===== config.mk =====
export PLATFORM = sky130hd
export DESIGN_NAME = f_ifu
export DESIGN_NICKNAME = d
export VERILOG_FILES = /design/src/rtl/f_ifu.sv
export SDC_FILE = /design/constraint.sdc
export NUM_CORES = 1
export LEC_CHECK = 0
export ABC_AREA = 1
export CAP_MARGIN = 20
export CORE_ASPECT_RATIO = 1.75
export CORE_MARGIN = 8
export CORE_UTILIZATION = 40
export CTS_CLUSTER_SIZE = 20
export DETAILED_ROUTE_END_ITERATION = 10
export GPL_TIMING_DRIVEN = 0
export PLACE_DENSITY = 0.77
export SYNTH_ARGS = -nofsm -noshare
export SYNTH_HDL_FRONTEND = slang
export SYNTH_SLANG_ARGS = --single-unit

===== constraint.sdc =====
create_clock -name clk_i -period 5.1 [get_ports clk_i]
set_input_delay 1.02 -clock clk_i [delete_from_list [all_inputs] [get_ports clk_i]]
set_output_delay 1.02 -clock clk_i [all_outputs]
set_load 0.01 [all_outputs]

===== src/rtl/f_ifu.sv =====
// f_ifu: fetch-stage PC holder and instruction-memory request/grant/response sequencer
// Ports:
//   clk_i          clock, all state updates on rising edge
//   rst_ni         asynchronous active-low reset
//   stall_i        decode cannot accept the presented instruction this cycle
//   npc_i          next fetch address from decode, loaded on an accepted handoff
//   imem_req_o     fetch request to instruction memory
//   imem_addr_o    request address (always the current fetch PC)
//   imem_gnt_i     memory accepted the request this cycle
//   imem_rvalid_i  read data valid this cycle
//   imem_rdata_i   instruction word from memory
//   f_pc_o         PC of the instruction being fetched/presented
//   f_instr_o      instruction to the F/D register (zero when not valid)
//   f_valid_o      f_instr_o/f_pc_o valid for decode this cycle
//   f_exc_adel_o   address error on fetch, accompanies f_valid_o
module f_ifu #(
    parameter logic [31:0] PC_RESET = 32'h0000_3000,
    parameter logic [31:0] PC_MIN   = 32'h0000_3000,
    parameter logic [31:0] PC_MAX   = 32'h0000_6ffc
) (
    input  logic        clk_i,
    input  logic        rst_ni,
    input  logic        stall_i,
    input  logic [31:0] npc_i,
    output logic        imem_req_o,
    output logic [31:0] imem_addr_o,
    input  logic        imem_gnt_i,
    input  logic        imem_rvalid_i,
    input  logic [31:0] imem_rdata_i,
    output logic [31:0] f_pc_o,
    output logic [31:0] f_instr_o,
    output logic        f_valid_o,
    output logic        f_exc_adel_o
);
    typedef enum logic [1:0] {REQ, RESP, HAVE} state_e;
    state_e      state_q;
    logic [31:0] pc_q;
    logic [31:0] buf_q;
    logic        exc_q;
    logic        pc_ok;
    logic        resp_hit;
    assign pc_ok    = (pc_q[1:0] == 2'b00) && (pc_q >= PC_MIN) && (pc_q <= PC_MAX);
    // responses are only meaningful while a granted request is outstanding
    assign resp_hit = (state_q == RESP) && imem_rvalid_i;
    always_ff @(posedge clk_i or negedge rst_ni) begin
        if (!rst_ni) begin
            state_q <= REQ;
            pc_q    <= PC_RESET;
            buf_q   <= '0;
            exc_q   <= 1'b0;
        end else begin
            case (state_q)
                REQ: begin
                    if (!pc_ok) begin
                        state_q <= HAVE;
                        buf_q   <= '0;
                        exc_q   <= 1'b1;
                    end else if (imem_gnt_i) begin
                        state_q <= RESP;
                    end
                end
                RESP: begin
                    if (imem_rvalid_i) begin
                        if (stall_i) begin
                            state_q <= HAVE;
                            buf_q   <= imem_rdata_i;
                            exc_q   <= 1'b0;
                        end else begin
                            state_q <= REQ;
                            pc_q    <= npc_i;
                        end
                    end
                end
                HAVE: begin
                    if (!stall_i) begin
                        state_q <= REQ;
                        pc_q    <= npc_i;
                        buf_q   <= '0;
                        exc_q   <= 1'b0;
                    end
                end
                default: state_q <= REQ;
            endcase
        end
    end
    // the reset state is REQ, so the request is gated to stay quiet while reset is held
    assign imem_req_o   = rst_ni && (state_q == REQ) && pc_ok;
    assign imem_addr_o  = pc_q;
    assign f_pc_o       = pc_q;
    assign f_valid_o    = (state_q == HAVE) || resp_hit;
    assign f_instr_o    = (state_q == HAVE) ? buf_q : resp_hit ? imem_rdata_i : '0;
    assign f_exc_adel_o = (state_q == HAVE) && exc_q;
endmodule


==> flow_summary.json <==
{
  "outcome": "finished, final reports clean",
  "max_freq_mhz": 257,
  "clk_pin_slew_ps": 50,
  "htreeDepth": 3,
  "nets": 670,
  "wirelength_um": 11500,
  "num_vias": 3477,
  "ys_seq_area_share_pct": 44.2,
  "dp.cells": 708,
  "rsz0062_at_grt": "no",
  "first_pass_iters": 4,
  "crit_type": "in2out",
  "cts-root-buf": "clkbuf_16",
  "crit_path_frequent_cell": "clkdlybuf4s50_1",
  "avgSynthCellArea_um2": 9.06,
  "area_growth_pct": 56.1,
  "layoutNonFillerInstCount": 724,
  "drv_slew": 0,
  "grt_pass1_wl_um": 18300,
  "start_util_pct": 40.6,
  "worstPathCellList": "clkdlybuf4s50_1 -> nand2_1 -> clkbuf_1 -> o21ai_0 -> clkdlybuf4s50_1",
  "rows": 47,
  "fillers": 749,
  "syn_nets": 492,
  "maxCapViolations": 0,
  "slowest_delay_ps": 590,
  "drive_above_1_share_pct": 25.2,
  "skew_ps": 3.74,
  "swShare_pct": 36.4,
  "ioPinCount": 168,
  "ant_nets": 0,
  "dp_slack_ps": 1220,
  "wl_per_cell_um": 15.9,
  "p_clk_share_pct": 19.1,
  "hold_slack_ps": 487,
  "leakage_uw": 0.00256,
  "synth-seq-cells": 67,
  "cts_tree": "built",
  "hold_buffers": 0,
  "p_switching_uw": 1230,
  "tightestPinTransition_ps": 869,
  "ff2ff_path_depth": 8,
  "hp-start": "buf_q[23]",
  "syn_inst": 419,
  "die_w_um": 89.6,
  "io_buffers": 167,
  "multi_input_area_um2": 1610,
  "reg2reg_setup_slack_ps": 3000,
  "routed_via_density": 4.80,
  "cp_data_required_time_ps": 4080,
  "gr-usage-all-layers_pct": 18.3,
  "ctsResizeCount": 0,
  "fin_ws_ps": 1210,
  "setup_tns_ps": 0,
  "insertedDiodeCount": 0,
  "die-area_um2": 13000,
  "gp_congestion": 0.797,
  "grt_pass1_vias": 3866,
  "setup_viol": 0,
  "remaining_drc_errors": 0,
  "r2r_end": "f_pc_o[10]",
  "yosysWarnings": 0,
  "die_h_um": 145,
  "postCtsSetupBuffers": 0,
  "reg2reg_from": "state_q[1]",
  "grt-ovfl-total": 0,
  "vdd_ir_drop_max_mv": 0.450,
  "worstHoldPathType": "reg2reg",
  "slowest_stage": "clkdlybuf4s50_1",
  "crit_end": "f_instr_o[12]",
  "coreArea_um2": 9350,
  "powerDensity_nw_per_um2": 571,
  "seqPwrFrac_pct": 26.8,
  "grt_max_degree": 69,
  "antenna_found_initial": 0,
  "synthDistinctLibCells": 32,
  "fin_crit_ps": 3890,
  "worst-path-max-fanout": 10,
  "post-dp-hpwl_um": 9030,
  "arrival_ps": 2870,
  "finalHoldViolations": 0,
  "cts_num_sinks": 67,
  "seq_area_um2": 1680,
  "endpoint_kind": "output port",
  "clockBufferDepth": 2,
  "cp-startpoint": "imem_rvalid_i",
  "drtIter0Drc": 142,
  "syn_area_um2": 3790,
  "timing.slew.headroom_pct": 42.1,
  "cts_buffers": 9,
  "start_kind": "primary input",
  "p_comb_share_pct": 54.1,
  "clkLatencyLatePin_ps": 330,
  "utilization_pct": 63.4,
  "final.period_utilization_pct": 76.3,
  "p_int_uw": 2150
}
[synthesized netlist by cell type]
master	count	area share, %
nand2_2	27	4.5
o22ai_1	1	0.16
clkbuf_1	7	0.69
buf_6	2	0.59
mux2_1	6	1.8
and3_1	1	0.16
nor2_1	25	2.5
buf_1	2	0.20
o21ai_0	33	4.4
o21ai_1	3	0.40
nand4_1	4	0.66
buf_12	4	2.1
nand2_1	100	9.9
nor3_1	1	0.13
nor3_2	1	0.26
buf_2	4	0.53
nor2_2	3	0.49
o21ai_2	30	6.9
nand2_4	1	0.30
o211ai_1	1	0.20
a21boi_2	1	0.30
inv_1	17	1.7
a22oi_4	1	0.56
ha_1	4	1.3
nand3b_1	1	0.20
nand3_1	3	0.40
buf_4	35	6.9
a21oi_1	9	1.2
inv_2	5	0.49
mux2_2	20	5.9
dfstp_2	2	1.4
dfrtp_1	65	43
[stage by stage]
| stage | power [µW] | instance area [µm²] |
|---|---|---|
| 5_1_grt | 3580 | 5930 |
| 3_5_place_dp | 2760 | 5620 |
| 6_report | 3380 | 5930 |
| 3_3_place_gp | 2720 | 5620 |
| 4_1_cts | 3420 | 5930 |
| 2_1_floorplan | 1880 | 3790 |
[worst min path at each step]
stage | slack (ps) | depth (start not counted) | endpoint
after detailed placement | 470 | 2 | buf_q[23]
after floorplan | 460 | 2 | buf_q[12]
final | 490 | 2 | buf_q[23]
after global routing | 500 | 2 | buf_q[22]
after CTS | 490 | 2 | buf_q[23]
after global placement | 470 | 2 | buf_q[13]
[layout make-up]
class	instances	area share, %
Buffer	54	7.07
Clock buffer	10	3.86
Clock inverter	6	1.35
Inverter	22	1.39
Multi-Input combinational cell	276	27.2
Sequential cell	67	28.3
Tap cell	122	2.58
Timing Repair Buffer	167	28.2
[sequential cells by signal, indices dropped and copies added, names as in the netlist]
| name | count |
|---|---|
| f_pc_o | 32 |
| state_q | 2 |
| exc_q | 1 |
| buf_q | 32 |
[critical path: cells and delay by family]
family / cells / cell delay [ps]
AND/OR/NAND/NOR: 1 / 170
buffers and inverters: 3 / 1380
AO/OA/AOI/OAI: 1 / 290
[layer usage]
layer,global-route usage (%),vias up,wire length (µm)
met4,7.05,0,208
met3,7.13,15,1060
li1,-,1683,-
met5,0,-,0
met2,33.3,112,6170
met1,17.6,1667,4050
[power groups by stage]
stage	registers (µW)	clock network, µW	logic [µW]
5_1_grt	936	675	1970
2_1_floorplan	927	0	954
4_1_cts	908	657	1860
6_report	907	646	1830
3_5_place_dp	911	0	1850
3_3_place_gp	900	0	1820
[placed cells by master (no fill, tap or decap), types with 4 or more instances in the layout]
| cell | instances |
|---|---|
| buf_4 | 36 |
| inv_2 | 5 |
| clkinv_2 | 4 |
| o21ai_0 | 33 |
| a21oi_1 | 9 |
| mux2_2 | 20 |
| ha_1 | 4 |
| nand2_1 | 100 |
| nor2_1 | 25 |
| clkbuf_16 | 9 |
| o21ai_2 | 30 |
| clkbuf_1 | 8 |
| nand2_2 | 27 |
| buf_2 | 4 |
| inv_1 | 17 |
| clkdlybuf4s50_1 | 166 |
| nand4_1 | 4 |
| buf_12 | 4 |
| mux2_1 | 6 |
| dfrtp_1 | 65 |
[kinds of logic after synthesis]
logic type	share of synthesized area, %
adders and majority gates	1.32
and+or+nand+nor	19.4
AOI/OAI and AO/OA	14.1
muxes	7.72
buffers and inverters	13.2
DFF	44.2
Power figures use the tool's default switching activity.
